==> src/rtl/mul_normalize_round_if.sv <==
// Handshake and data bundle between the multiplier significand stage and the
// normalise/round/pack stage, plus the result port.
interface mul_normalize_round_if;
  logic        in_valid;
  logic        in_ready;
  logic        sign1;
  logic        sign2;
  logic [4:0]  exp1;
  logic [4:0]  exp2;
  logic        frac1_z;
  logic        frac2_z;
  logic [12:0] product;
  logic        carry_out;
  logic        round_loss;
  logic        out_valid;
  logic        out_ready;
  logic [15:0] out_fp;
  logic [3:0]  out_flags;

  modport master (
    output in_valid, sign1, sign2, exp1, exp2, frac1_z, frac2_z,
           product, carry_out, round_loss, out_ready,
    input  in_ready, out_valid, out_fp, out_flags
  );

  modport slave (
    input  in_valid, sign1, sign2, exp1, exp2, frac1_z, frac2_z,
           product, carry_out, round_loss, out_ready,
    output in_ready, out_valid, out_fp, out_flags
  );
endinterface

==> src/rtl/mul_normalize_round.sv <==
// Binary16 multiply back end: exponent sum, class decode and normalise select
// (S1), then round-to-nearest-even, overflow/underflow handling and pack (S2).
module mul_normalize_round #(
  parameter bit SATURATE = 1'b0
) (
  input logic             clk,
  input logic             RST,
  mul_normalize_round_if.slave bus
);

  logic              s1_valid;
  logic              s1_sign;
  logic signed [6:0] s1_e;
  logic [9:0]        s1_frac;
  logic              s1_guard;
  logic              s1_sticky;
  logic              s1_invalid;
  logic              s1_inf;
  logic              s1_zero;

  logic              s2_valid;
  logic [15:0]       out_fp_q;
  logic [3:0]        out_flags_q;

  logic              s1_adv;
  logic              s1_load;

  assign s1_adv       = !s2_valid || bus.out_ready;
  assign bus.in_ready = !s1_valid || s1_adv;
  assign s1_load      = bus.in_valid && bus.in_ready;

  // S1 combinational decode of the incoming operands
  logic              nan1, nan2, inf1, inf2, zero1, zero2;
  logic signed [6:0] e_sum;
  logic [9:0]        frac_sel;
  logic              guard_sel;
  logic              sticky_sel;

  assign nan1  = (bus.exp1 == 5'd31) && !bus.frac1_z;
  assign nan2  = (bus.exp2 == 5'd31) && !bus.frac2_z;
  assign inf1  = (bus.exp1 == 5'd31) &&  bus.frac1_z;
  assign inf2  = (bus.exp2 == 5'd31) &&  bus.frac2_z;
  assign zero1 = (bus.exp1 == 5'd0);
  assign zero2 = (bus.exp2 == 5'd0);

  assign e_sum = signed'({2'b00, bus.exp1}) + signed'({2'b00, bus.exp2})
               + signed'({6'd0, bus.carry_out}) - 7'sd15;

  assign frac_sel   = bus.carry_out ? bus.product[12:3] : bus.product[11:2];
  assign guard_sel  = bus.carry_out ? bus.product[2]    : bus.product[1];
  assign sticky_sel = bus.carry_out ? ((|bus.product[1:0]) | bus.round_loss)
                                    : (bus.product[0] | bus.round_loss);

  always_ff @(posedge clk or posedge RST) begin
    if (RST) begin
      s1_valid   <= 1'b0;
      s1_sign    <= 1'b0;
      s1_e       <= '0;
      s1_frac    <= '0;
      s1_guard   <= 1'b0;
      s1_sticky  <= 1'b0;
      s1_invalid <= 1'b0;
      s1_inf     <= 1'b0;
      s1_zero    <= 1'b0;
    end else begin
      if (bus.in_ready) s1_valid <= bus.in_valid;
      if (s1_load) begin
        s1_sign    <= bus.sign1 ^ bus.sign2;
        s1_e       <= e_sum;
        s1_frac    <= frac_sel;
        s1_guard   <= guard_sel;
        s1_sticky  <= sticky_sel;
        s1_invalid <= nan1 || nan2 || (inf1 && zero2) || (inf2 && zero1);
        s1_inf     <= inf1 || inf2;
        s1_zero    <= zero1 || zero2;
      end
    end
  end

  // S2 round and pack
  logic              round_up;
  logic [10:0]       frac_r;
  logic signed [6:0] e_r;
  logic [15:0]       res_fp;
  logic [3:0]        res_flags;

  assign round_up = s1_guard && (s1_sticky || s1_frac[0]);
  assign frac_r   = {1'b0, s1_frac} + {10'd0, round_up};
  assign e_r      = s1_e + signed'({6'd0, frac_r[10]});

  always_comb begin
    res_fp    = {s1_sign, e_r[4:0], frac_r[9:0]};
    res_flags = {3'b000, s1_guard || s1_sticky};
    if (s1_invalid) begin
      res_fp    = 16'h7E00;
      res_flags = 4'b1000;
    end else if (s1_inf) begin
      res_fp    = {s1_sign, 15'h7C00};
      res_flags = 4'b0000;
    end else if (s1_zero) begin
      res_fp    = {s1_sign, 15'h0000};
      res_flags = 4'b0000;
    end else if (s1_e <= 7'sd0) begin
      // flush: subnormal results are not produced
      res_fp    = {s1_sign, 15'h0000};
      res_flags = 4'b0010;
    end else if (e_r >= 7'sd31) begin
      res_fp    = SATURATE ? {s1_sign, 15'h7BFF} : {s1_sign, 15'h7C00};
      res_flags = 4'b0101;
    end
  end

  always_ff @(posedge clk or posedge RST) begin
    if (RST) begin
      s2_valid    <= 1'b0;
      out_fp_q    <= 16'h0000;
      out_flags_q <= 4'h0;
    end else if (s1_adv) begin
      s2_valid <= s1_valid;
      if (s1_valid) begin
        out_fp_q    <= res_fp;
        out_flags_q <= res_flags;
      end
    end
  end

  assign bus.out_valid = s2_valid;
  assign bus.out_fp    = out_fp_q;
  assign bus.out_flags = out_flags_q;

endmodule

==> src/flat_wrapper.sv <==
// flat-port wrapper written by rule: the top's interface ports become plain ports
module mul_normalize_round_flat 
#(
  parameter bit SATURATE = 1'b0
)
  (clk, RST, bus_in_valid, bus_sign1, bus_sign2, bus_exp1, bus_exp2, bus_frac1_z, bus_frac2_z, bus_product, bus_carry_out, bus_round_loss, bus_out_ready, bus_in_ready, bus_out_valid, bus_out_fp, bus_out_flags);
  mul_normalize_round_if bus_i ();
  input logic clk;
  input logic RST;
  input wire logic [$bits(bus_i.in_valid)-1:0] bus_in_valid;
  input wire logic [$bits(bus_i.sign1)-1:0] bus_sign1;
  input wire logic [$bits(bus_i.sign2)-1:0] bus_sign2;
  input wire logic [$bits(bus_i.exp1)-1:0] bus_exp1;
  input wire logic [$bits(bus_i.exp2)-1:0] bus_exp2;
  input wire logic [$bits(bus_i.frac1_z)-1:0] bus_frac1_z;
  input wire logic [$bits(bus_i.frac2_z)-1:0] bus_frac2_z;
  input wire logic [$bits(bus_i.product)-1:0] bus_product;
  input wire logic [$bits(bus_i.carry_out)-1:0] bus_carry_out;
  input wire logic [$bits(bus_i.round_loss)-1:0] bus_round_loss;
  input wire logic [$bits(bus_i.out_ready)-1:0] bus_out_ready;
  output wire logic [$bits(bus_i.in_ready)-1:0] bus_in_ready;
  output wire logic [$bits(bus_i.out_valid)-1:0] bus_out_valid;
  output wire logic [$bits(bus_i.out_fp)-1:0] bus_out_fp;
  output wire logic [$bits(bus_i.out_flags)-1:0] bus_out_flags;
  assign bus_i.in_valid = bus_in_valid;
  assign bus_i.sign1 = bus_sign1;
  assign bus_i.sign2 = bus_sign2;
  assign bus_i.exp1 = bus_exp1;
  assign bus_i.exp2 = bus_exp2;
  assign bus_i.frac1_z = bus_frac1_z;
  assign bus_i.frac2_z = bus_frac2_z;
  assign bus_i.product = bus_product;
  assign bus_i.carry_out = bus_carry_out;
  assign bus_i.round_loss = bus_round_loss;
  assign bus_i.out_ready = bus_out_ready;
  assign bus_in_ready = bus_i.in_ready;
  assign bus_out_valid = bus_i.out_valid;
  assign bus_out_fp = bus_i.out_fp;
  assign bus_out_flags = bus_i.out_flags;
  mul_normalize_round #(.SATURATE(SATURATE)) u_core (.clk(clk), .RST(RST), .bus(bus_i));
endmodule
==> config.mk <==
export PLATFORM = sky130hd
export DESIGN_NAME = mul_normalize_round_flat
export DESIGN_NICKNAME = d
export VERILOG_FILES = /design/src/rtl/mul_normalize_round_if.sv /design/src/rtl/mul_normalize_round.sv /design/src/flat_wrapper.sv
export SDC_FILE = /design/constraint.sdc
export NUM_CORES = 1
export LEC_CHECK = 0
export BUFFER_PORTS_ARGS = -buffer_cell sky130_fd_sc_hd__buf_2
export CAP_MARGIN = 20
export CORE_UTILIZATION = 40
export DETAILED_ROUTE_END_ITERATION = 7
export PLACE_DENSITY = 0.63
export REMOVE_ABC_BUFFERS = 1
export SKIP_CTS_REPAIR_TIMING = 1
export SYNTH_ARGS = -nofsm -noshare
export SYNTH_HDL_FRONTEND = slang
export SYNTH_SLANG_ARGS = --single-unit
==> constraint.sdc <==
create_clock -name clk -period 2.8 [get_ports clk]
set_input_delay 0.42 -clock clk [delete_from_list [all_inputs] [get_ports clk]]
set_output_delay 0.42 -clock clk [all_outputs]
set_load 0.05 [all_outputs]
Word-level counts from Yosys, hierarchy flattened
Index checks and enable logic that the tools add are counted.
Word-level totals
  word-level logic and storage cells: 62
  register bits after elaboration: 45
  output and inout bits: 22
Cells by class
  reductions and logical operators: 25
  eq/ne operators: 2
  multiplexer cells: 13
  bitwise operators: 3
  add/subtract/negate cells: 5
  order comparisons: 2
Operators by type and width (number)
  15-bit two-way mux: 4
  16-bit two-way mux: 1
  4-bit two-way mux: 4
  7-bit by 2-bit adder with 7-bit output: 2
  10-bit by 1-bit adder with 11-bit output: 1
  5-bit equality test, second input constant: 2
  5-bit logical NOT: 2
  10-bit two-way mux: 1
  1-bit logical OR: 9
  1-bit logical AND: 8
  7-bit by 6-bit >= comparator with 1-bit output, second input constant: 1
  7-bit by 1-bit <= comparator with 1-bit output, second input constant: 1
  7-bit by 5-bit subtractor with 7-bit output, second input constant: 1
  5-bit by 5-bit adder with 6-bit output: 1
  1-bit logical NOT: 4
  3-bit two-way mux: 1
  1-bit two-way mux: 2
  1-bit bitwise OR: 2
  2-bit AND reduction: 1
  2-bit OR reduction: 1
  1-bit bitwise XOR: 1

Logic depth before layout (Yosys ltp)
  depth in word-level cells: 10
  mapped depth: 13
  depth with buffers taken out: 12

Least setup slack after synthesis
OpenSTA, ideal clock, no wires.
  kind: flip-flop to flip-flop
  start: reg u_core.s1_frac[0]
  end: reg u_core.out_fp_q[2] (netlist: u_core.bus.out_fp[2])
  path slack: 201 ps
  arrival: 2478 ps
  path buffers: 1
  required time: 2678 ps
  setup time: 122 ps
  stages on the path, launching flop included: 14
  path through: dfrtp_1 o21a_1 ha_1 ha_1 nand3_1 nor2_1 ha_1 ha_1 and3_1 nand3_1 xor2_1 o21ai_2 buf_6 a32o_1
On the way
  longest elaborated chain between the ends: 10
RTL lines
  start: declaration: RTL line mul_normalize_round.sv:14  | logic [9:0] s1_frac;
  start signal: assignment: RTL line mul_normalize_round.sv:70  | s1_frac <= frac_sel;
  1-bit logical OR: RTL line mul_normalize_round.sv:87  | assign round_up = s1_guard && (s1_sticky || s1_frac[0]);
  1-bit logical AND: RTL line mul_normalize_round.sv:87
  10-bit by 1-bit adder with 11-bit output *: RTL line mul_normalize_round.sv:88  | assign frac_r = {1'b0, s1_frac} + {10'd0, round_up};
  7-bit by 2-bit adder with 7-bit output: RTL line mul_normalize_round.sv:89  | assign e_r = s1_e + signed'({6'd0, frac_r[10]});
  7-bit by 6-bit >= comparator with 1-bit output: RTL line mul_normalize_round.sv:107  | end else if (e_r >= 7'sd31) begin
  15-bit two-way mux *: RTL line mul_normalize_round.sv:107
  15-bit two-way mux *: RTL line mul_normalize_round.sv:103  | end else if (s1_e <= 7'sd0) begin
  15-bit two-way mux *: RTL line mul_normalize_round.sv:100  | end else if (s1_zero) begin
  15-bit two-way mux *: RTL line mul_normalize_round.sv:97  | end else if (s1_inf) begin
  16-bit two-way mux *: RTL line mul_normalize_round.sv:94  | if (s1_invalid) begin
  end signal: assignment: RTL line mul_normalize_round.sv:121  | out_fp_q <= res_fp;
  end: declaration: RTL line mul_normalize_round.sv:22  | logic [15:0] out_fp_q;
Every way passes the cells marked *; elsewhere a longest branch is shown, timed or not.
A chain may end at the register's enable or synchronous reset.

Worst setup path after layout
  start: reg u_core.s1_frac[0]
  end: reg u_core.out_fp_q[1] (netlist: u_core.bus.out_fp[1])
The elaborated chain is that of the path after synthesis.

==> reports/qor.txt <==
Run status = completed
Worst Slack Setup Final = 0.136 ns
Aggregate global-route resource usage = 17.3%
Crit Path Max Fanout = 9
Max Transition Viols Final = 0
Core Rows = 28
Measured slew at the worst slew-check pin = 0.604 ns
Most instantiated library cell after synthesis = sky130_fd_sc_hd__dfrtp_1
Final global-route overflow total = 0
Clock tree root buffer cell = sky130_fd_sc_hd__clkbuf_8
Synth Flop Type = sky130_fd_sc_hd__dfrtp_1
Total number of clock tree sinks = 45
DR DRC count = 0
Leak pwr = 1.42 nW
Vertical die dimension = 81.4 um
Data arrival at the endpoint of the critical path = 2.85 ns
Layout Cells excl Fill = 395
Post-synthesis async set-or-reset flop share = 100%
Sequence of cells on the critical path = o21a_1, ha_1, ha_2, nand3_2, nor2_1, ha_1, ha_1, xnor2_1, nor3_2, o21ai_4, a32o_1
Count of fill cells added during filler insertion = 580
Die Width = 81.4 um
Final RePlAce weighted congestion = 0.804
Number of DRC violations after detailed-routing iteration 0 = 98
Endpoint kind of the worst setup timing path = flip-flop
CP dominant cell by count = sky130_fd_sc_hd__ha_1
Power density of the placed cells = 744 nW/um^2
CP Class = reg2reg
Mean area per synthesized cell = 9.78 sq um
Max Fclk = 375 MHz
Hold Crit Class = in2async
Area added between synthesis and finish = 20.9%
Number of global-route vias before repair = 1,901
Final cell area excluding filler cells = 3050 sq um
Crit start category = flip-flop
Share of the clock period used by the worst path = 95.1%
Largest cells by area after synthesis = sky130_fd_sc_hd__dfrtp_1, sky130_fd_sc_hd__nand2_1, sky130_fd_sc_hd__ha_1
Core Region = 5990 sq um
Stage delay of the slowest cell on the critical path = 0.41 ns
Master of the slowest instance on the critical path = sky130_fd_sc_hd__dfrtp_1
Number of nets with antenna violations after routing = 0
Number of failing setup endpoints in the final timing report = 0
Routed vias/inst = 5.25
Tot Pwr = 2.27 mW
Register clock-pin slew on the reported worst setup and hold paths = 0.08 ns
Final Hold Viols = 0
Max_slew headroom = 59.4%
Worst-Skew Late Latency = 0.30 ns
TritonCTS clock tree = yes
Synth warn = 0
Number of standard cells after synthesis = 258
First-pass iteration count of the detailed router = 4
Final WL = 5350 um
Worst hold slack = 0.252 ns
Share of cells above drive strength 1 = 28.1%
Mean routed wirelength per cell = 13.5 um
Number of buffers added on ports = 54
CTS H-tree lvls = 2
Largest net degree at the start of global routing = 46
Number of buffers created by CTS = 5
Max Cap Violations = 0
First-pass GRT wire length = 8690 um
Number of flops mapped to enable cells by yosys = 0
Initial antenna violation count = 0
Post-Place Cell Area = 2880 sq um
Post-Place Cells = 383
Number of ports placed on the die boundary = 55
Data required time at the worst endpoint = 2.99 ns
Worst VDD drop = 382 uV
Post-detail-place hpwl = 4050 um
Minimum clock period = 2.66 ns
Fin Setup TNS = 0 ns
Flip-flop and latch count after synthesis = 45
Util after Layout = 50.9%
Synth Cell Area = 2520 sq um
Largest area contributor in the synthesized netlist = sky130_fd_sc_hd__dfrtp_1
Number of library cell types mapped by synthesis = 46
Place WS = -0.129 ns
Leading post-synthesis cells by instance count = sky130_fd_sc_hd__dfrtp_1, sky130_fd_sc_hd__nand2_1, sky130_fd_sc_hd__nor2_1
Max clock buf depth = 2
Worst clock skew = 0.00983 ns
Post-synth top area share = 44.6%
Number of nets in the final layout = 364
Starting utilization of the core area = 42.1%
Sequential fraction of the synthesis area = 44.6%
Antenna diodes = 0
Total number of vias = 2,075
Full die area = 6630 sq um
==> final cells by class <==
class | instances | area [sq um] | share of cell area [%]
multi-input cells | 199 | 1390 | 45.6
repair buffers | 63 | 338 | 11.1
flip-flops and latches | 45 | 1130 | 36.9
well taps | 75 | 93.8 | 3.08
clock inverters | 1 | 7.51 | 0.246
inverters | 5 | 18.8 | 0.615
clock buffers | 7 | 76.3 | 2.50
==> layout by cell type, fill, tap and decap left out, drive strengths merged, types with 2 or more instances in the layout <==
master   n
xor2     8
xnor2   11
a211oi   4
nand2b   3
dfrtp   45
a21oi    2
and3     5
mux2i   11
a22oi    2
o21ai   28
a32o     9
ha      11
or4      2
a311oi   4
nor2    24
nand4    2
nand2   40
nand3b   2
buf     63
inv      4
nor3     3
nand3   13
clkbuf   7
==> report_power, final <==
group	internal, mW	switching, mW
Clock	0.177	0.218
Combinational	0.303	0.642
Sequential	0.798	0.131
Total	1.28	0.991
==> metal layers <==
metal | GRT usage, % | vias to the layer above | share of wire [%]
met1 | 23.3 | 997 | 48
met4 | 7.68 | 0 | 1.7
met3 | 3.00 | 9 | 3.0
met5 | 0 | - | 0
li1 | - | 1041 | -
met2 | 27.1 | 28 | 47
==> worst max-delay path: cells and delay by family (launching register included) <==
kind	cells	cell delay, ns
adder cells (fa/ha/maj)	4	0.82
AO/OA/AOI/OAI	3	0.65
AND/OR/NAND/NOR	3	0.53
flip-flops	1	0.41
XOR/XNOR	1	0.16
==> logic make-up after synthesis <==
family / synth area share (%)
mux: 4.81
simple gates: 18.1
flops: 44.6
xor+xnor: 6.89
fa+ha+maj: 6.25
compound gates: 16.6
buf+inv: 2.73
==> registers in the layout, indices dropped and copies added (netlist names), 4 cells and up <==
| register | flops |
|---|---|
| u_core.bus.out_flags | 4 |
| u_core.bus.out_fp | 16 |
| u_core.s1_e | 7 |
| u_core.s1_frac | 10 |
==> worst paths after layout <==
check / start / endpoint / slack [ns] / cells past startpoint
max reg2reg: u_core.s1_frac[0]$_DFFE_PP0P_ / u_core.bus.out_fp[1]$_DFFE_PP0P_ / 0.14 / 11
max in group asynchronous: RST / u_core.s1_e[4]$_DFFE_PP0P_ / 2.16 / 3
min reg2reg: u_core.bus.out_flags[3]$_DFFE_PP0P_ / u_core.bus.out_flags[3]$_DFFE_PP0P_ / 0.47 / 2
min in group clk: bus_in_valid / u_core.s1_valid$_DFFE_PP0N_ / 0.31 / 2
min: RST / u_core.bus.out_flags[0]$_DFFE_PP0P_ / 0.25 / 3
max: u_core.s1_frac[0]$_DFFE_PP0P_ / u_core.bus.out_fp[1]$_DFFE_PP0P_ / 0.14 / 11
Power figures use the tool's default switching activity.
